<file path="config.mk">
export PLATFORM = sky130hd
export DESIGN_NAME = inst_fetch_queue
export DESIGN_NICKNAME = d
export VERILOG_FILES = /design/src/rtl/rv_fetch_pkg.sv /design/src/rtl/sync_fifo.sv /design/src/rtl/inst_fetch_queue.sv
export SDC_FILE = /design/constraint.sdc
export NUM_CORES = 1
export LEC_CHECK = 0
export CAP_MARGIN = 10
export CORE_MARGIN = 3
export CORE_UTILIZATION = 40
export CTS_CLUSTER_DIAMETER = 40
export DETAILED_ROUTE_END_ITERATION = 7
export GPL_ROUTABILITY_DRIVEN = 0
export SYNTH_ARGS = -nofsm -noshare
export SYNTH_HDL_FRONTEND = slang
export SYNTH_SLANG_ARGS = --single-unit
</file>
<file path="constraint.sdc">
create_clock -name clk -period 8.8 [get_ports clk]
set_clock_uncertainty 0.2 [all_clocks]
set_input_delay 1.76 -clock clk [delete_from_list [all_inputs] [get_ports clk]]
set_output_delay 1.76 -clock clk [all_outputs]
set_load 0.05 [all_outputs]
</file>
<file path="src/rtl/rv_fetch_pkg.sv">
// Shared constants and types for the instruction fetch path.
package rv_fetch_pkg;

  localparam int          XLEN_DEFAULT     = 32;
  localparam logic [31:0] RESET_PC_DEFAULT = 32'h0000_0000;
  localparam logic [31:0] INST_NOP         = 32'h0000_0013;

  typedef struct packed {
    logic [XLEN_DEFAULT-1:0] pc;
    logic [XLEN_DEFAULT-1:0] ins;
  } fetch_entry_t;

endpackage

</file>
<file path="src/rtl/sync_fifo.sv">
// Synchronous FIFO with wrap-bit pointers, derived count and a synchronous clear.
module sync_fifo #(
  parameter int WIDTH = 32,
  parameter int DEPTH = 4
) (
  input  logic                       clk,
  input  logic                       rst,
  input  logic                       clr,
  input  logic                       push,
  input  logic [WIDTH-1:0]           push_data,
  input  logic                       pop,
  output logic [WIDTH-1:0]           pop_data,
  output logic                       full,
  output logic                       empty,
  output logic [$clog2(DEPTH):0]     count
);

  localparam int AW = $clog2(DEPTH);

  logic [WIDTH-1:0] mem [DEPTH];
  logic [AW:0]      wr_ptr;
  logic [AW:0]      rd_ptr;
  logic             do_push;
  logic             do_pop;

  assign count    = wr_ptr - rd_ptr;
  assign full     = (count == (AW+1)'(DEPTH));
  assign empty    = (count == '0);
  assign pop_data = mem[rd_ptr[AW-1:0]];

  // A push into a full FIFO is accepted only when a pop frees the head slot in the same cycle.
  assign do_push = push && !clr && (!full || pop);
  assign do_pop  = pop && !clr && !empty;

  always_ff @(posedge clk) begin
    if (rst || clr) begin
      wr_ptr <= '0;
      rd_ptr <= '0;
    end else begin
      if (do_push) wr_ptr <= wr_ptr + (AW+1)'(1);
      if (do_pop)  rd_ptr <= rd_ptr + (AW+1)'(1);
    end
  end

  always_ff @(posedge clk) begin
    if (do_push && !rst) mem[wr_ptr[AW-1:0]] <= push_data;
  end

endmodule

</file>
<file path="src/rtl/inst_fetch_queue.sv">
// Fetch stage: sequential PC generation, credit-limited in-order I-memory requests
// and a prefetch queue of {pc, ins} toward decode, with redirect and flush.
module inst_fetch_queue
  import rv_fetch_pkg::*;
#(
  parameter int              XLEN      = XLEN_DEFAULT,
  parameter int              DEPTH     = 4,
  parameter logic [XLEN-1:0] RESET_PC  = XLEN'(RESET_PC_DEFAULT),
  parameter int              MAX_OUTST = DEPTH
) (
  input  logic            clk,
  input  logic            rst,
  input  logic            clr,
  input  logic            redirect_valid,
  input  logic [XLEN-1:0] redirect_pc,
  output logic            imem_req,
  output logic [XLEN-1:0] imem_addr,
  input  logic            imem_gnt,
  input  logic            imem_rvalid,
  input  logic [XLEN-1:0] imem_rdata,
  output logic            out_valid,
  input  logic            out_ready,
  output logic [XLEN-1:0] out_ins,
  output logic [XLEN-1:0] out_pc,
  output logic [XLEN-1:0] final_ins_addr
);

  localparam int AW = $clog2(DEPTH);
  localparam int CW = AW + 1;

  logic [XLEN-1:0]   fetch_pc;
  logic [CW-1:0]     outstanding;
  logic [CW-1:0]     discard;
  logic              rst_q;
  logic              flush;
  logic              issue;
  logic              resp;
  logic              resp_keep;
  logic              q_pop;
  logic [CW:0]       in_use;

  logic [XLEN-1:0]   pc_head;
  logic              pc_full;
  logic              pc_empty;
  logic [CW-1:0]     pc_count;

  logic [2*XLEN-1:0] q_push_data;
  logic [2*XLEN-1:0] q_head;
  logic [2*XLEN-1:0] hold_entry;
  logic [2*XLEN-1:0] head_sel;
  logic              q_full;
  logic              q_empty;
  logic [CW-1:0]     q_count;

  assign flush     = clr || redirect_valid;
  assign in_use    = {1'b0, q_count} + {1'b0, outstanding};
  assign issue     = imem_req && imem_gnt;
  assign resp      = imem_rvalid && (outstanding != '0);
  assign resp_keep = resp && (discard == '0) && !flush;
  assign q_pop     = out_valid && out_ready && !flush;

  // Queue slots are reserved at request time, so every response always has room.
  assign imem_req = !rst && !rst_q && !flush
                    && (in_use < (CW+1)'(DEPTH))
                    && (outstanding < CW'(MAX_OUTST));

  assign imem_addr      = rst ? RESET_PC : fetch_pc;
  assign final_ins_addr = imem_addr;

  assign out_valid = !rst && !q_empty;
  assign head_sel  = q_empty ? hold_entry : q_head;
  assign out_pc    = rst ? '0 : head_sel[2*XLEN-1:XLEN];
  assign out_ins   = rst ? '0 : head_sel[XLEN-1:0];

  assign q_push_data = {pc_head, imem_rdata};

  always_ff @(posedge clk) begin
    if (rst) begin
      fetch_pc    <= RESET_PC;
      outstanding <= '0;
      discard     <= '0;
      rst_q       <= 1'b1;
      hold_entry  <= '0;
    end else begin
      rst_q       <= 1'b0;
      outstanding <= outstanding + CW'(issue) - CW'(resp);
      if (redirect_valid) begin
        fetch_pc <= redirect_pc & ~XLEN'(3);
      end else if (issue) begin
        fetch_pc <= fetch_pc + XLEN'(4);
      end
      // On flush every request still in flight becomes stale, including one answering now.
      if (flush) begin
        discard <= outstanding - CW'(resp);
      end else if (resp && (discard != '0)) begin
        discard <= discard - CW'(1);
      end
      if (!q_empty) hold_entry <= q_head;
    end
  end

  sync_fifo #(
    .WIDTH (XLEN),
    .DEPTH (DEPTH)
  ) u_pc_fifo (
    .clk       (clk),
    .rst       (rst),
    .clr       (1'b0),
    .push      (issue),
    .push_data (fetch_pc),
    .pop       (resp),
    .pop_data  (pc_head),
    .full      (pc_full),
    .empty     (pc_empty),
    .count     (pc_count)
  );

  sync_fifo #(
    .WIDTH (2*XLEN),
    .DEPTH (DEPTH)
  ) u_inst_queue (
    .clk       (clk),
    .rst       (rst),
    .clr       (flush),
    .push      (resp_keep),
    .push_data (q_push_data),
    .pop       (q_pop),
    .pop_data  (q_head),
    .full      (q_full),
    .empty     (q_empty),
    .count     (q_count)
  );

  a_no_orphan_rvalid: assert property (@(posedge clk) disable iff (rst)
    !(imem_rvalid && (outstanding == '0)));
  a_pc_fifo_tracks: assert property (@(posedge clk) disable iff (rst)
    pc_count == outstanding);
  a_pc_fifo_no_overflow: assert property (@(posedge clk) disable iff (rst)
    !(issue && pc_full));
  a_pc_fifo_no_underflow: assert property (@(posedge clk) disable iff (rst)
    !(resp && pc_empty));
  a_full_blocks_req: assert property (@(posedge clk) disable iff (rst)
    !(q_full && imem_req));

endmodule

</file>
# After elaboration in Yosys (flattened, before gate mapping)
# Memories as Yosys holds them, arrays and structs flattened. A register that Yosys moved wholly into a read port is not among the register bits.
# Index checks and enable logic that the tools add are counted.
# Widths: inputs -> output; s select.
word_totals:
  ff_bits: 115
  ram_bits: 384
  input_bits: 71
  output_inout_bits: 130
  elab_cells: 84
  n_memories: 2
classes:
  addsub: 12
  order_cmp: 2
  n_eq_ne: 2
  n_mux: 17
  n_reduce_logical: 39
memory_table:
  columns: ["memory", "words", "word_bits", "read_ports", "rd_ports_with_merged_regs", "write_ports", "line", "rtl"]
  rows:
  - ["u_inst_queue.mem", 4, 64, 1, 1, 1, "sync_fifo.sv:20", "logic [WIDTH-1:0] mem [DEPTH];"]
  - ["u_pc_fifo.mem", 4, 32, 1, 1, 1, "sync_fifo.sv:20", null]
ops:
  columns: ["cell", "count"]
  rows:
  - ["$mux 32", 5]
  - ["$mux 64", 1]
  - ["$add 32x3->32 const B", 1]
  - ["$logic_and 1x1->1", 20]
  - ["$add 3x1->3 const B", 4]
  - ["$logic_not 3->1", 3]
  - ["$mux 2", 4]
  - ["$logic_not 1->1", 7]
  - ["$eq 3x3->1 const B", 2]
  - ["$mux 3", 2]
  - ["$reduce_bool 3->1", 2]
  - ["$sub 3x1->3", 2]
  - ["$sub 3x3->3", 2]
  - ["$mux 1", 5]
  - ["$add 3x3->4", 1]
  - ["$logic_or 1x1->1", 4]
  - ["$lt 4x3->1 const B", 1]
  - ["$reduce_bool 2->1", 2]
  - ["$add 3x1->3", 1]
  - ["$lt 3x3->1 const B", 1]
  - ["$sub 3x1->3 const B", 1]
  - ["$reduce_or 2->1", 1]

# Longest topological paths before layout
# Gate-level depths: netlist (run 1).
depth:
  ltp_word: 11
  depth_mapped: 19
  ltp_nobuf: 17

# Modules after synthesis
# Synthesis (run 1) repeated with hierarchy kept, for this count alone.
hier_totals:
  hier_cells: 1253
  area_unflattened_um2: 20093.0
by_module_without_submodules:
  columns: ["module", "n_inst", "cells_each", "area_per_inst_um2", "seq_area_each_um2"]
  rows:
  - ["sync_fifo at u_inst_queue", 1, 392, 9746.8, 7847.5]
  - ["inst_fetch_queue", 1, 636, 5210.0, 2021.9]
  - ["sync_fifo at u_pc_fifo", 1, 225, 5136.2, 4003.8]

# Worst setup path before layout (run 1)
# OpenSTA, ideal clock, no wires.
synth_path:
  path_kind: "in2reg"
  start: "input redirect_valid"
  end: "memory u_inst_queue.mem[3][0] (netlist name), enable pin"
  setup_time_ns: 0.558
  t_arrival_ns: 6.969
  t_required_ns: 8.042
  slack_ns: 1.073
  path_stages: 5
  n_path_buf: 1
  cell_sequence: "or3_1 buf_6 o2111ai_1 nand4_1 nor3_1"
synth_via:
  elab_chain_len: 8
  word_cells_on_any_way: 10
  classes_between: "mux (2); reduce/logical (8)"
synth_lines:
  columns: ["element", "line", "rtl"]
  rows:
  - ["from (decl)", "inst_fetch_queue.sv:14", "input logic redirect_valid,"]
  - ["$logic_or 1x1->1 (*)", "inst_fetch_queue.sv:55", "assign flush = clr || redirect_valid;"]
  - ["$logic_not 1->1 (*)", "sync_fifo.sv:32, inst_fetch_queue.sv:59, inst_fetch_queue.sv:60", null]
  - ["$logic_and 1x1->1, on equally long branches", "inst_fetch_queue.sv:59, inst_fetch_queue.sv:60", null]
  - ["$logic_and 1x1->1 / $logic_or 1x1->1 (equally long branches)", "sync_fifo.sv:32", "assign do_push = push && !clr && (!full || pop);"]
  - ["$logic_and 1x1->1 (*)", "sync_fifo.sv:32", null]
  - ["$logic_and 1x1->1 (*)", "sync_fifo.sv:46", "if (do_push && !rst) mem[wr_ptr[AW-1:0]] <= push_data;"]
  - ["$mux 1 (*)", "sync_fifo.sv:46", null]
  - ["$mux 1 (not written as such) (*)", "sync_fifo.sv:46", null]
  - ["to (decl)", "sync_fifo.sv:20", null]
# Every way passes the cells marked *; elsewhere a longest branch is shown, timed or not.

# Worst setup path after layout (run 1)
layout_path:
  start: "input redirect_valid"
  end: "output imem_req"
layout_via:
  elab_chain_len: 5
layout_lines:
  columns: ["element", "line", "rtl"]
  rows:
  - ["$logic_or 1x1->1", "inst_fetch_queue.sv:55", null]
  - ["$logic_not 1->1", "inst_fetch_queue.sv:63", "assign imem_req = !rst && !rst_q && !flush"]
  - ["$logic_and 1x1->1", "inst_fetch_queue.sv:63", null]
  - ["$logic_and 1x1->1", "inst_fetch_queue.sv:64", "&& (in_use < (CW+1)'(DEPTH))"]
  - ["$logic_and 1x1->1", "inst_fetch_queue.sv:65", "&& (outstanding < CW'(MAX_OUTST));"]
  - ["to (decl)", "inst_fetch_queue.sv:16", "output logic imem_req,"]
# Every way passes these cells.

==> results of run 1 <==
-- synthesized netlist by cell type, types with 5 or more instances --
cell type / number
edfxtp_1: 368
buf_2: 8
and4_1: 5
nor3_1: 8
ha_1: 22
a211oi_1: 5
and2_1: 14
nor3b_1: 5
o21ai_0: 15
nand3_1: 19
xor2_1: 9
dfxtp_1: 117
nor2b_1: 28
mux4_2: 92
a21oi_1: 148
clkbuf_1: 53
nand4_1: 14
or3_1: 9
a31oi_1: 9
xnor2_1: 8
mux2i_1: 9
inv_1: 23
and3_1: 5
buf_4: 34
buf_1: 8
nand2_1: 158
nor2_1: 48
-- logic make-up (layout without fill, tap and decap cells) --
group                    Yosys count  count (layout)  share of synthesized area (%)
flip-flops                       485             485                           69.0
buffers and inverters            128             358                           3.22
multiplexers                     103             103                           11.2
XOR/XNOR                          18              18                          0.883
adder cells (fa/ha/maj)           24              24                           1.62
other                              1               4                         0.0193
AND/OR/NAND/NOR                  331             331                           8.34
AO/OA/AOI/OAI                    200             200                           5.71
-- registers in the layout, indices dropped and copies added, names as in the netlist, named ones only --
| register | cells |
|---|---|
| fetch_pc | 30 |
| u_inst_queue.rd_ptr | 3 |
| outstanding | 3 |
| u_pc_fifo.rd_ptr | 3 |
| u_pc_fifo.wr_ptr | 3 |
| hold_entry | 64 |
| rst_q | 1 |
| u_inst_queue.mem | 248 |
| u_inst_queue.wr_ptr | 3 |
| u_pc_fifo.mem | 120 |
| discard | 3 |
-- critical path, stage by stage --
cell and delay (ps):
clkdlybuf4s50_1 390, buf_4 240, or3_1 630, nor4b_4 600, clkdlybuf4s50_1 930
-- stage by stage --
step / power [mW] / area (um2)
floorplan: 2.79 / 19400
global placement: 2.90 / 21700
detailed placement: 2.91 / 21700
CTS: 5.75 / 24100
global route: 5.88 / 24100
finish: 5.67 / 24100
-- final timing paths --
path | end | cells past startpoint | start | slack (ps)
max reg2reg | u_pc_fifo.mem[1][6]$_DFFE_PP_ | 12 | u_inst_queue.wr_ptr[0]$_SDFFE_PP0P_ | 4140
max | imem_req | 5 | redirect_valid | 2280
min reg2reg | hold_entry[57]$_SDFF_PP0_ | 2 | hold_entry[57]$_SDFF_PP0_ | 260
min | hold_entry[57]$_SDFF_PP0_ | 2 | hold_entry[57]$_SDFF_PP0_ | 260
-- area by class of cell --
class                      count  area (um2)  share of cell area, %
timing repair buffer         206        2030                   8.43
clock inverter                48         562                   2.33
inverter                      24        90.1                  0.373
tap                          615         769                   3.19
sequential                   485       13400                   55.6
clock buffer                  80        1830                   7.59
multi-input combinational    680        5440                   22.5
-- layout by cell type, fill, tap and decap left out, types with 8 or more instances in the layout --
cell	count
or3_1	9
bufinv_16	8
inv_8	8
clkbuf_16	71
xor2_1	9
dfxtp_1	113
xnor2_1	8
mux4_2	92
inv_6	12
buf_4	12
a21oi_1	148
nor2_1	48
inv_1	23
mux2i_1	9
edfxtp_1	368
nand4_1	14
nor2b_1	28
o21ai_0	15
nand2_1	158
ha_1	22
clkdlybuf4s50_1	193
clkinvlp_4	8
a31oi_1	9
nand3_1	19
-- metal layers --
metal / track usage, % / wire length (um)
met5: 0 / 0
met4: 4.87 / 653
met3: 3.79 / 2270
met2: 24.6 / 18600
met1: 22.7 / 19000
-- where the power goes --
part	switching, mW	total [mW]	internal (mW)
Combinational	0.186	0.315	0.129
Clock	1.05	2.82	1.77
Sequential	0.0413	2.54	2.50
Total	1.28	5.67	4.39
==> impl_metrics.yaml, run 1 <==
routing:
  routedWlPerCell_um: 18.9
  drt_wl_total_mm: 40.5
  vias: 11100
  drtAntennaViolNets: 0
  drc: 0
  drt-initial-drc-count: 763
  viasPerCell: 5.20
  dr.pass1.iters: 5
timing:
  slew_violations: 0
  hold_violations: 0
  timing.final.ws_setup_ps: 2280
  maxSlewHeadroom_pct: 34.0
  setup_violations: 0
  tightestPinTransition_ps: 990
  min_period_ps: 6520
  whs_ps: 257
  rsz0062_at_grt: "no"
  period_share_pct: 74.1
  tns_ps: 0
  fmax_mhz: 153
final_layout:
  nets: 1561
  antenna_cells: 0
  final_util_pct: 50.4
  n_fill_cell: 4069
  drive_gt1_share_pct: 16.5
  stdcell_count: 2138
  area_delta_synth_final_pct: 24.2
pwr:
  ir_drop_v: 0.000117
  leakage_nw: 7.77
  p_per_area_nw_per_um2: 235
floorplanning:
  initial_core_util_pct: 40.6
  io_pins: 201
  fp.dieArea_um2: 51200
  row_count: 80
  die-width_um: 226
  fp.dieH_um: 226
  core-area_um2: 47800
synth:
  yosys.area.top_type_share_pct: 56.9
  synthCells: 1290
  syn_area_um2: 19400
  yosysWarnings: 0
  synth_area_leaders: "edfxtp_1 (57%), dfxtp_1 (12%), mux4_2 (11%)"
  ys_seq_area_share_pct: 69.0
  synth_cell_type_count: 60
  yosys.area.top_type: "edfxtp_1"
  ys_ff_latch: 485
  synth_edf_count: 368
  synthArstFlopShare_pct: 0
  synth_top_flop_cell: "edfxtp_1"
  avgSynthCellArea_um2: 15.1
placed_design:
  port_buffers: 194
  hpwl_mm: 23.1
  dp_cells: 2010
  place_worst_setup_slack_ps: 2270
clocking:
  cts_buffers: 69
  cts_buffer_depth: 3
  cts-root-buf: "clkbuf_16"
  post_cts_buffers: 0
  cts_resized: 0
  clk_pin_slew_ps: 50
  cts_htree_levels: 3
  cts_sinks: 485
  clkLatencyLatePin_ps: 580
  hold_buffers: 0
  cts_tree: "done"
global_routing:
  globalRouteTotalUtil_pct: 16.0
  gr-total-overflow: 0
  grt_pass1_vias: 11200
  antenna_found_initial: 0
  grt_pass1_wl_mm: 63.5
  grt_start_max_net_pins: 128
hold_path:
  hp-class: "reg2reg"
run:
  cap_viol_max_count: 0
setup_path:
  crit_path_end_kind: "primary output"
  cp.required_ps: 6840
  crit_type: "in2out"
  cp_max_fo: 31
  crit_arrival_ps: 4560
  start_kind: "input port"
outcome:
  status: "complete, no violations"
(Power assumes the default switching activity.)
==> run 2: changes to the inputs <==
==> constraint.sdc (replaced) <==
create_clock -name clk -period 6.8 [get_ports clk]
set_clock_uncertainty 0.2 [all_clocks]
set_input_delay 1.36 -clock clk [delete_from_list [all_inputs] [get_ports clk]]
set_output_delay 1.36 -clock clk [all_outputs]
set_load 0.05 [all_outputs]
==> impl_metrics.yaml, run 2 (synthesis gave the netlist of run 1 again) <==
pwr:
  p_comb_share_pct: 5.6
  pwr-share-clk_pct: 48.9
  power.share.sequential_pct: 45.5
  p_sw_mw: 1.61
  p_per_area_nw_per_um2: 300
  leakage_nw: 7.78
  internal_power_mw: 5.62
  ir_drop_v: 0.000172
  switching_share_pct: 22.3
timing:
  maxSlewHeadroom_pct: 31.7
  min_period_ps: 5700
  tightestPinTransition_ps: 1030
  rsz0062_at_grt: "no"
  fmax_mhz: 175
  hold_violations: 0
  period_share_pct: 83.9
  slew_violations: 0
  setup_violations: 0
  timing.final.ws_setup_ps: 1100
  tns_ps: 0
floorplanning:
  io_pins: 201
  fp.dieArea_um2: 51200
  initial_core_util_pct: 40.6
  die-width_um: 226
  row_count: 80
  fp.dieH_um: 226
  core-area_um2: 47800
placed_design:
  place_worst_setup_slack_ps: 1320
  port_buffers: 194
  hpwl_mm: 23.8
final_layout:
  drive_gt1_share_pct: 16.4
  n_fill_cell: 4060
  area_delta_synth_final_pct: 24.1
  nets: 1564
  final_common_cell: "edfxtp_1"
  multi_input_area_um2: 5440
  antenna_cells: 0
  largest_reg_flops: 248
  regArea_um2: 13400
  layout_common_cells: "edfxtp_1 (368), clkdlybuf4s50_1 (193), nand2_1 (158)"
clocking:
  cts_tree: "done"
  cts_resized: 0
  cts_buffers: 70
  post_cts_buffers: 0
  clk_pin_slew_ps: 50
  clkLatencyLatePin_ps: 580
  cts-root-buf: "clkbuf_16"
  cts_sinks: 485
  cts_htree_levels: 3
  cts_buffer_depth: 3
  hold_buffers: 0
setup_path:
  reg2reg_depth: 13
  crit_type: "reg2out"
  start_kind: "flip-flop"
  cp.required_ps: 5240
  crit_path_end_kind: "primary output"
  cp_max_fo: 69
  crit_arrival_ps: 4140
global_routing:
  gr-total-overflow: 0
  globalRouteTotalUtil_pct: 15.8
  grt_pass1_vias: 11300
  grt_start_max_net_pins: 129
  grt_pass1_wl_mm: 63.0
  antenna_found_initial: 0
routing:
  drc: 0
  dr.pass1.iters: 5
  drt-initial-drc-count: 699
  drt_wl_total_mm: 40.4
  viasPerCell: 5.21
  vias: 11200
  routedWlPerCell_um: 18.9
  drtAntennaViolNets: 0
outcome:
  status: "complete, no violations"
run:
  cap_viol_max_count: 0
hold_path:
  hold_path_depth: 2
  hp-class: "reg2reg"
[run 2: cell count changes in the layout (fill, tap and decap cells not counted), sizes merged]
cell	change
bufinv	-2
clkbuf	+2
clkinv	+9
inv	-8
buf	+2
[run 2: final timing paths]
check        slack (ps)                        endpoint                                 from
max                1100                      out_pc[12]  u_inst_queue.wr_ptr[0]$_SDFFE_PP0P_
min                 260       hold_entry[41]$_SDFF_PP0_            hold_entry[41]$_SDFF_PP0_
max reg2reg        2040  u_pc_fifo.mem[3][29]$_DFFE_PP_  u_inst_queue.wr_ptr[0]$_SDFFE_PP0P_
min reg2reg         260       hold_entry[41]$_SDFF_PP0_            hold_entry[41]$_SDFF_PP0_
[run 2: area by class of cell]
cell class	instances	share of cell area, %
clock buffer	82	7.72
clock inverter	47	1.98
inverter	24	0.374
multi-input combinational	680	22.6
sequential	485	55.6
tap	615	3.19
timing repair buffer	208	8.55
[run 2: per-layer routing]
layer  global-route usage (%)  share of wire (%)  vias to the layer above  routed length (um)
met5                        0                  0                        -                   0
met4                     4.75                2.1                        0                 838
met3                     3.52                5.2                       71                2100
met2                     24.5                 46                      340               18700
met1                     22.4                 46                     5520               18700
li1                         -                  -                     5232                   -
[run 2: metrics by stage]
stage / util, % / instances / power, mW / hold slack [ps] / instance area, um2
floorplan: - / 1293 / 3.62 / 240 / 19400
global placement: 45.5 / 2012 / 3.75 / 247 / 21800
detailed placement: 45.5 / 2012 / 3.76 / 253 / 21800
CTS: 50.4 / 2141 / 7.32 / 260 / 24100
global route: 50.4 / 2141 / 7.49 / 274 / 24100
finish: 50.4 / 2141 / 7.23 / 257 / 24100
[run 2: power groups by stage]
stage / clock [mW] / sequential, mW / combinational, mW
6_report: 3.53 / 3.29 / 0.408
5_1_grt: 3.75 / 3.29 / 0.453
4_1_cts: 3.62 / 3.29 / 0.416
3_5_place_dp: 0 / 3.35 / 0.413
3_3_place_gp: 0 / 3.34 / 0.408
2_1_floorplan: 0 / 3.33 / 0.289
[run 2: critical path, stage by stage (launching register included)]
cell and delay [ps]:
dfxtp_1 330, inv_1 150, ha_1 170, inv_1 40, fa_1 360, xnor3_1 310, nand3b_1 130, buf_4 640
nand2_1 160, a21oi_1 350, clkdlybuf4s50_1 870
